`src/rtl/ps2_kbd_pkg.sv`:
```
// Shared constants, FSM state type and game-key map for the PS/2 key tracker.
package ps2_kbd_pkg;

  localparam logic [7:0] B_00 = 8'h00;
  localparam logic [7:0] B_E0 = 8'hE0;
  localparam logic [7:0] B_F0 = 8'hF0;
  localparam logic [7:0] B_E1 = 8'hE1;
  localparam logic [7:0] B_AA = 8'hAA;
  localparam logic [7:0] B_FA = 8'hFA;
  localparam logic [7:0] B_EE = 8'hEE;
  localparam logic [7:0] B_FE = 8'hFE;
  localparam logic [7:0] B_FF = 8'hFF;

  typedef enum logic [1:0] {
    ST_IDLE    = 2'd0,
    ST_EXT     = 2'd1,
    ST_BRK     = 2'd2,
    ST_EXT_BRK = 2'd3
  } state_e;

  localparam int unsigned KEY_IDX_W = 3;
  localparam int unsigned KEY_NUM   = 8;

  typedef struct packed {
    logic       ext;
    logic [7:0] code;
  } key_id_t;

  localparam key_id_t KEY_UP     = '{ext: 1'b1, code: 8'h75};
  localparam key_id_t KEY_DOWN   = '{ext: 1'b1, code: 8'h72};
  localparam key_id_t KEY_LEFT   = '{ext: 1'b1, code: 8'h6B};
  localparam key_id_t KEY_RIGHT  = '{ext: 1'b1, code: 8'h74};
  localparam key_id_t KEY_FIRE   = '{ext: 1'b0, code: 8'h14};
  localparam key_id_t KEY_USE    = '{ext: 1'b0, code: 8'h29};
  localparam key_id_t KEY_STRAFE = '{ext: 1'b0, code: 8'h11};
  localparam key_id_t KEY_RUN    = '{ext: 1'b0, code: 8'h12};

  localparam logic [KEY_IDX_W-1:0] IDX_UP     = 3'd0;
  localparam logic [KEY_IDX_W-1:0] IDX_DOWN   = 3'd1;
  localparam logic [KEY_IDX_W-1:0] IDX_LEFT   = 3'd2;
  localparam logic [KEY_IDX_W-1:0] IDX_RIGHT  = 3'd3;
  localparam logic [KEY_IDX_W-1:0] IDX_FIRE   = 3'd4;
  localparam logic [KEY_IDX_W-1:0] IDX_USE    = 3'd5;
  localparam logic [KEY_IDX_W-1:0] IDX_STRAFE = 3'd6;
  localparam logic [KEY_IDX_W-1:0] IDX_RUN    = 3'd7;

  // Keyboard status/reply bytes that never start or complete a key event.
  function automatic logic is_ignored(input logic [7:0] b);
    return (b == B_00) || (b == B_AA) || (b == B_E1) || (b == B_EE) ||
           (b == B_FA) || (b == B_FE) || (b == B_FF);
  endfunction

endpackage

```
`src/rtl/ps2_keymap.sv`:
```
// Combinational {ext, code} -> game-key bit index lookup.
module ps2_keymap
  import ps2_kbd_pkg::*;
(
  input  logic                 ext,
  input  logic [7:0]           code,
  output logic                 hit_c,
  output logic [KEY_IDX_W-1:0] idx_c
);

  key_id_t key;

  always_comb begin
    key   = '{ext: ext, code: code};
    hit_c = 1'b1;
    idx_c = '0;
    if      (key == KEY_UP)     idx_c = IDX_UP;
    else if (key == KEY_DOWN)   idx_c = IDX_DOWN;
    else if (key == KEY_LEFT)   idx_c = IDX_LEFT;
    else if (key == KEY_RIGHT)  idx_c = IDX_RIGHT;
    else if (key == KEY_FIRE)   idx_c = IDX_FIRE;
    else if (key == KEY_USE)    idx_c = IDX_USE;
    else if (key == KEY_STRAFE) idx_c = IDX_STRAFE;
    else if (key == KEY_RUN)    idx_c = IDX_RUN;
    else                        hit_c = 1'b0;
  end

endmodule

```
`src/rtl/ps2_key_tracker.sv`:
```
// PS/2 scan_ready/read handshake, E0/F0 prefix decode, key events and held-key vector.
// Optional TYPEMATIC_FILTER_EN drops auto-repeat makes of already-held mapped keys.
module ps2_key_tracker
  import ps2_kbd_pkg::*;
#(
  parameter int unsigned PREFIX_TIMEOUT = 2_500_000
) (
  input  logic        clock50,
  input  logic        reset,
  input  logic        scan_ready,
  input  logic [7:0]  scan_code,
  output logic        read,
  output logic        event_valid,
  output logic [7:0]  event_code,
  output logic        event_ext,
  output logic        event_break,
  output logic [7:0]  key_state,
  output logic        prefix_err
);

  localparam int unsigned CNT_W = $clog2(PREFIX_TIMEOUT) + 1;
  localparam logic [CNT_W-1:0] CNT_LAST = CNT_W'(PREFIX_TIMEOUT - 1);

  state_e state_q, state_d;

  logic             armed_q, armed_d;
  logic             read_q, read_d;
  logic [7:0]       byte_q, byte_d;
  logic             byte_vld_q, byte_vld_d;
  logic [CNT_W-1:0] cnt_q, cnt_d;
  logic             ev_valid_q, ev_valid_d;
  logic [7:0]       ev_code_q, ev_code_d;
  logic             ev_ext_q, ev_ext_d;
  logic             ev_brk_q, ev_brk_d;
  logic [KEY_NUM-1:0] key_state_q, key_state_d;
  logic             prefix_err_q, prefix_err_d;

  logic                 cap_c;
  logic                 timeout_c;
  logic                 ev_fire_c;
  logic                 ev_ext_c;
  logic                 ev_brk_c;
  logic                 emit_c;
  logic                 map_hit_c;
  logic [KEY_IDX_W-1:0] map_idx_c;

  // Handshake: one capture per scan_ready high period.
  always_comb begin
    cap_c      = armed_q & scan_ready;
    armed_d    = armed_q;
    if (cap_c)                        armed_d = 1'b0;
    else if (!armed_q && !scan_ready) armed_d = 1'b1;
    read_d     = cap_c;
    byte_vld_d = cap_c;
    byte_d     = cap_c ? scan_code : byte_q;
  end

  // Prefix timeout; a byte in flight always beats the timeout.
  always_comb begin
    cnt_d = cnt_q;
    if (cap_c || state_q == ST_IDLE) cnt_d = '0;
    else if (cnt_q != '1)            cnt_d = cnt_q + CNT_W'(1);
    timeout_c = (state_q != ST_IDLE) && (cnt_q == CNT_LAST) && !cap_c && !byte_vld_q;
  end

  always_ff @(posedge clock50 or posedge reset) begin
    if (reset) state_q <= ST_IDLE;
    else       state_q <= state_d;
  end

  // Next-state logic.
  always_comb begin
    state_d = state_q;
    if (byte_vld_q) begin
      unique case (state_q)
        ST_IDLE: begin
          if (byte_q == B_E0)      state_d = ST_EXT;
          else if (byte_q == B_F0) state_d = ST_BRK;
        end
        ST_EXT: begin
          if (byte_q == B_F0)      state_d = ST_EXT_BRK;
          else if (byte_q != B_E0) state_d = ST_IDLE;
        end
        ST_BRK:     state_d = ST_IDLE;
        ST_EXT_BRK: state_d = ST_IDLE;
        default:    state_d = ST_IDLE;
      endcase
    end else if (timeout_c) begin
      state_d = ST_IDLE;
    end
  end

  // Event decode outputs.
  always_comb begin
    ev_fire_c = 1'b0;
    ev_ext_c  = 1'b0;
    ev_brk_c  = 1'b0;
    if (byte_vld_q) begin
      unique case (state_q)
        ST_IDLE: ev_fire_c = (byte_q != B_E0) && (byte_q != B_F0) && !is_ignored(byte_q);
        ST_EXT: begin
          ev_fire_c = (byte_q != B_E0) && (byte_q != B_F0);
          ev_ext_c  = 1'b1;
        end
        ST_BRK: begin
          ev_fire_c = (byte_q != B_E0) && (byte_q != B_F0);
          ev_brk_c  = 1'b1;
        end
        ST_EXT_BRK: begin
          ev_fire_c = (byte_q != B_E0) && (byte_q != B_F0);
          ev_ext_c  = 1'b1;
          ev_brk_c  = 1'b1;
        end
        default: ev_fire_c = 1'b0;
      endcase
    end
  end

  ps2_keymap u_keymap (
    .ext   (ev_ext_c),
    .code  (byte_q),
    .hit_c (map_hit_c),
    .idx_c (map_idx_c)
  );

`ifdef TYPEMATIC_FILTER_EN
  logic repeat_c;
  always_comb begin
    repeat_c = ev_fire_c && !ev_brk_c && map_hit_c && key_state_q[map_idx_c];
    emit_c   = ev_fire_c && !repeat_c;
  end
`else
  always_comb emit_c = ev_fire_c;
`endif

  // Registered event payload and held-key vector.
  always_comb begin
    ev_valid_d   = emit_c;
    ev_code_d    = ev_code_q;
    ev_ext_d     = ev_ext_q;
    ev_brk_d     = ev_brk_q;
    key_state_d  = key_state_q;
    prefix_err_d = timeout_c;
    if (emit_c) begin
      ev_code_d = byte_q;
      ev_ext_d  = ev_ext_c;
      ev_brk_d  = ev_brk_c;
      if (map_hit_c) key_state_d[map_idx_c] = !ev_brk_c;
    end
  end

  always_ff @(posedge clock50 or posedge reset) begin
    if (reset) begin
      armed_q      <= 1'b1;
      read_q       <= 1'b0;
      byte_q       <= '0;
      byte_vld_q   <= 1'b0;
      cnt_q        <= '0;
      ev_valid_q   <= 1'b0;
      ev_code_q    <= '0;
      ev_ext_q     <= 1'b0;
      ev_brk_q     <= 1'b0;
      key_state_q  <= '0;
      prefix_err_q <= 1'b0;
    end else begin
      armed_q      <= armed_d;
      read_q       <= read_d;
      byte_q       <= byte_d;
      byte_vld_q   <= byte_vld_d;
      cnt_q        <= cnt_d;
      ev_valid_q   <= ev_valid_d;
      ev_code_q    <= ev_code_d;
      ev_ext_q     <= ev_ext_d;
      ev_brk_q     <= ev_brk_d;
      key_state_q  <= key_state_d;
      prefix_err_q <= prefix_err_d;
    end
  end

  assign read        = read_q;
  assign event_valid = ev_valid_q;
  assign event_code  = ev_code_q;
  assign event_ext   = ev_ext_q;
  assign event_break = ev_brk_q;
  assign key_state   = key_state_q;
  assign prefix_err  = prefix_err_q;

endmodule

```
`config.mk`:
```
export PLATFORM = sky130hd
export DESIGN_NAME = ps2_key_tracker
export DESIGN_NICKNAME = d
export VERILOG_FILES = /design/src/rtl/ps2_kbd_pkg.sv /design/src/rtl/ps2_keymap.sv /design/src/rtl/ps2_key_tracker.sv
export SDC_FILE = /design/constraint.sdc
export NUM_CORES = 1
export LEC_CHECK = 0
export CAP_MARGIN = 20
export CELL_PAD_IN_SITES_DETAIL_PLACEMENT = 1
export CELL_PAD_IN_SITES_GLOBAL_PLACEMENT = 1
export CORE_MARGIN = 2
export CORE_UTILIZATION = 45
export DETAILED_ROUTE_END_ITERATION = 10
export DONT_BUFFER_PORTS = 1
export GPL_TIMING_DRIVEN = 1
export PLACE_DENSITY_LB_ADDON = 0.1
export SETUP_SLACK_MARGIN = 0.2
export SYNTH_ARGS = -nofsm -noshare
export SYNTH_HDL_FRONTEND = slang
export SYNTH_SLANG_ARGS = --single-unit
```
`constraint.sdc`:
```
create_clock -name clock50 -period 2 [get_ports clock50]
set_clock_uncertainty 0.05 [all_clocks]
set_input_delay 0 -clock clock50 [delete_from_list [all_inputs] [get_ports clock50]]
set_output_delay 0 -clock clock50 [all_outputs]
set_load 0.02 [all_outputs]
```
==> flow_results.xml <==
<?xml version="1.0" encoding="UTF-8"?>
<metrics>
  <group name="drt">
    <metric name="via_count" unit="">2351</metric>
    <metric name="drc" unit="">0</metric>
    <metric name="avgViaCountPerCell" unit="">5.982</metric>
    <metric name="postRouteWirelength" unit="um">8532</metric>
    <metric name="antenna_left" unit="">0</metric>
    <metric name="drt_first_iter_violations" unit="">173</metric>
    <metric name="drt_pre_antenna_iters" unit="">4</metric>
    <metric name="drt-wirelength-per-cell" unit="um">21.71</metric>
  </group>
  <group name="power">
    <metric name="worst_ir_drop_vdd" unit="mV">0.7326</metric>
    <metric name="powerDensity" unit="nW/um^2">994.2</metric>
    <metric name="static-leakage-power" unit="nW">1.540</metric>
  </group>
  <group name="synthesis">
    <metric name="fraction_of_the_mapped_netlist_area_in_compound_gates" unit="%">7.324</metric>
    <metric name="xor_xnor_fraction_of_synth_area" unit="%">5.159</metric>
    <metric name="fraction_of_registers_with_async_set_or_reset_after_synthesis" unit="%">100.0</metric>
    <metric name="mappedNetlistArea" unit="sq um">2716</metric>
    <metric name="synth_seq_cells" unit="">55</metric>
    <metric name="post_synth_num_cell_types" unit="">48</metric>
    <metric name="synth_simple_gate_area_share" unit="%">23.26</metric>
    <metric name="yosysSeqAreaShare" unit="%">50.71</metric>
    <metric name="largest_family_of_logic_cells_by_synthesized_area" unit="">simple AND/OR/NAND/NOR gates</metric>
    <metric name="synth-main-ff-cell" unit="">dfrtp_1</metric>
    <metric name="post_synth_inst_count" unit="">252</metric>
    <metric name="synth.mux.area_fraction" unit="%">9.443</metric>
    <metric name="syn_nets" unit="">265</metric>
    <metric name="synthesis.yosys.warnings" unit="">0</metric>
    <metric name="synthesis.area_per_instance" unit="sq um">10.78</metric>
    <metric name="yosys.area_share.adder" unit="%">0.9212</metric>
    <metric name="synth-edff-count" unit="">0</metric>
  </group>
  <group name="global_routing">
    <metric name="grt_first_pass_wirelength" unit="um">12050</metric>
    <metric name="grt_antenna_before_repair" unit="">0</metric>
    <metric name="vias_in_the_first_global_route" unit="">2368</metric>
    <metric name="global_route.overflow_total" unit="">0</metric>
    <metric name="grt.total_usage" unit="%">23.84</metric>
    <metric name="largest_net_degree_at_the_start_of_global_routing" unit="">56</metric>
  </group>
  <group name="critical_path">
    <metric name="worst_ep_arrival_time" unit="ns">2.15</metric>
    <metric name="cp.required" unit="ns">2.17</metric>
    <metric name="start_kind" unit="">flop</metric>
    <metric name="timing.setup.critical_path_class" unit="">flop to flop</metric>
    <metric name="cp-end-kind" unit="">flop</metric>
    <metric name="worst-path-max-fanout" unit="">6</metric>
  </group>
  <group name="outcome">
    <metric name="outcome" unit="">completed</metric>
  </group>
  <group name="timing">
    <metric name="final_critical_path_setup_slack" unit="ns">0.02009</metric>
    <metric name="final.period_utilization" unit="%">99.00</metric>
    <metric name="max_clock_freq" unit="GHz">0.5051</metric>
    <metric name="count_of_final_max_slew_check_failures" unit="">0</metric>
    <metric name="report.final.hold_viol_count" unit="">0</metric>
    <metric name="timing.hold.ws" unit="ns">0.2691</metric>
    <metric name="fin_tns_setup" unit="ns">0</metric>
    <metric name="slew_headroom" unit="%">52.49</metric>
    <metric name="grt_setup_unrepaired" unit="">yes</metric>
    <metric name="tightest_pin_transition" unit="ns">0.7126</metric>
    <metric name="report.final.setup_viol" unit="">0</metric>
    <metric name="timing.final.crit_period" unit="ns">1.980</metric>
  </group>
  <group name="job">
    <metric name="cap_viol_max_count" unit="">0</metric>
  </group>
  <group name="floorplan">
    <metric name="core_region_area" unit="sq um">5886</metric>
    <metric name="chipWidth" unit="um">81.70</metric>
    <metric name="ioPinCount" unit="">32</metric>
    <metric name="die_h" unit="um">81.70</metric>
    <metric name="die_area" unit="sq um">6674</metric>
    <metric name="initial_utilization" unit="%">46.15</metric>
    <metric name="rows" unit="">28</metric>
  </group>
  <group name="placed_design">
    <metric name="half_perimeter_wire_length_of_the_detailed_placement_result" unit="um">4634</metric>
    <metric name="pre_cts_slack" unit="ns">-0.01356</metric>
    <metric name="gpl.final_weighted_congestion" unit="">0.8637</metric>
    <metric name="io_buffer_count" unit="">0</metric>
    <metric name="place.detailed.instances" unit="">345</metric>
  </group>
  <group name="layout">
    <metric name="post_layout_nonfiller_instances" unit="">393</metric>
    <metric name="post-route-util" unit="%">63.18</metric>
    <metric name="layout.cells.most_common_list" unit="">buf_4, dfrtp_1, nor2_1, nand2_1, mux2_2</metric>
    <metric name="antenna_cell_count" unit="">0</metric>
    <metric name="mostFrequentLayoutCell" unit="">buf_4</metric>
    <metric name="synth_to_layout_area_growth" unit="%">36.90</metric>
    <metric name="final_layout_size_suffix_gt1_share" unit="%">44.03</metric>
    <metric name="final_nets" unit="">330</metric>
  </group>
  <group name="min_path">
    <metric name="worstHoldPathType" unit="">primary input to async pin</metric>
  </group>
  <group name="clock_network">
    <metric name="cts_buffers" unit="">5</metric>
    <metric name="cts_buffer_depth" unit="">2</metric>
    <metric name="ctsHtreeMaxLevel" unit="">2</metric>
    <metric name="clock_tree_from_tritoncts" unit="">done</metric>
    <metric name="number_of_clock_sinks" unit="">55</metric>
    <metric name="cts_root_buffer" unit="">clkbuf_8</metric>
    <metric name="clock_insertion_delay_worst_skew" unit="ns">0.32</metric>
    <metric name="cts.clk_slew.worst_paths" unit="ns">0.11</metric>
  </group>
</metrics>
-- layer usage --
layer | global-route usage [%] | routed length (um)
met5 | 0 | 0
met4 | 5.667 | 174
met3 | 4.505 | 359
met2 | 39.34 | 4245
met1 | 32.61 | 3753
-- kinds of logic after synthesis --
group | after synthesis
simple gates | 107
flops | 55
compound gates | 30
mux | 23
buf+inv | 19
xor+xnor | 16
fa+ha+maj | 2
-- timing repair --
action	in CTS	in global routing
hold buffers	10	0
endpoints found under the hold margin	64	0
pin swaps	5	21
cloned	1	0
gates resized for setup	24	35
buffers inserted	14	15
endpoints found under the setup margin	24	38
-- stage by stage --
stage          power (mW)  instance area (sq um)
2_1_floorplan       2.280                   2744
3_3_place_gp        2.534                   2993
3_5_place_dp        2.574                   2993
4_1_cts             3.597                   3435
5_1_grt             3.874                   3719
6_report            3.697                   3719
-- path summary, 6_finish.rpt --
kind                                 end  slack (ns)  depth (start not counted)    startpoint
min                            byte_q[4]        0.27                          3         reset
max                        event_code[1]        0.02                          6     byte_q[0]
max reg2reg                event_code[1]        0.02                          6     byte_q[0]
max in group asynchronous      cnt_q[15]        1.12                          3         reset
min reg2reg                      armed_q        0.47                          2       armed_q
min in group clock50           byte_q[0]        0.30                          2  scan_code[0]
-- cell usage after synthesis, types with 2 or more instances --
cell type  number  area (sq um)
nand2b_1        2         12.51
nand2_1        16         60.06
and4_1          2         17.52
a31oi_1         7         43.79
dfrtp_1        54          1351
xor2_1          2         17.52
a21oi_1         4         20.02
xnor2_1        14         122.6
inv_1           8         30.03
nor4b_1         8         70.07
o21ai_0         8         40.04
and3_1          4         25.02
clkbuf_1        6         22.52
nor4_2          2         25.02
and4bb_2        2         25.02
nand4_1         8         50.05
nor2_1         24         90.09
mux2_2         21         236.5
nor3_1          8         40.04
nor4_1          7         43.79
mux2i_1         2         20.02
buf_2           3         15.01
o2111ai_1       2         17.52
ha_1            2         25.02
and4b_1         2         20.02
o22ai_1         2         12.51
nand3_1        10         50.05
and2_1          2         12.51
-- power by group --
| part | leakage, nW | switching, mW | internal (mW) |
|---|---|---|---|
| clock network | 0.0618 | 0.405 | 0.413 |
| logic | 0.763 | 0.499 | 0.647 |
| registers | 0.716 | 0.373 | 1.36 |
-- sequential cells by signal, summed over array words and instances (netlist names) --
| signal | flops |
|---|---|
| cnt_q | 23 |
| byte_q | 8 |
| event_code | 8 |
| key_state | 8 |
| state_q | 2 |
| armed_q | 1 |
| byte_vld_q | 1 |
| event_break | 1 |
| event_ext | 1 |
| event_valid | 1 |
| prefix_err | 1 |
-- critical path, stage by stage (launching register included) --
cell     delay [ns]
dfrtp_2        0.46
buf_4          0.16
nor4_2         0.34
nand2_1        0.13
o311a_1        0.18
and3_4         0.24
mux2_4         0.30
-- final cells by class --
type	count	area (sq um)
fillers	627	2167
multi-input cells	179	1545
flip-flops and latches	55	1389
repair buffers	68	539.3
well taps	75	93.84
clock buffers	6	82.58
clock inverters	2	38.79
inverters	8	30.03
Note: power is estimated with default switching activity, not from simulation.
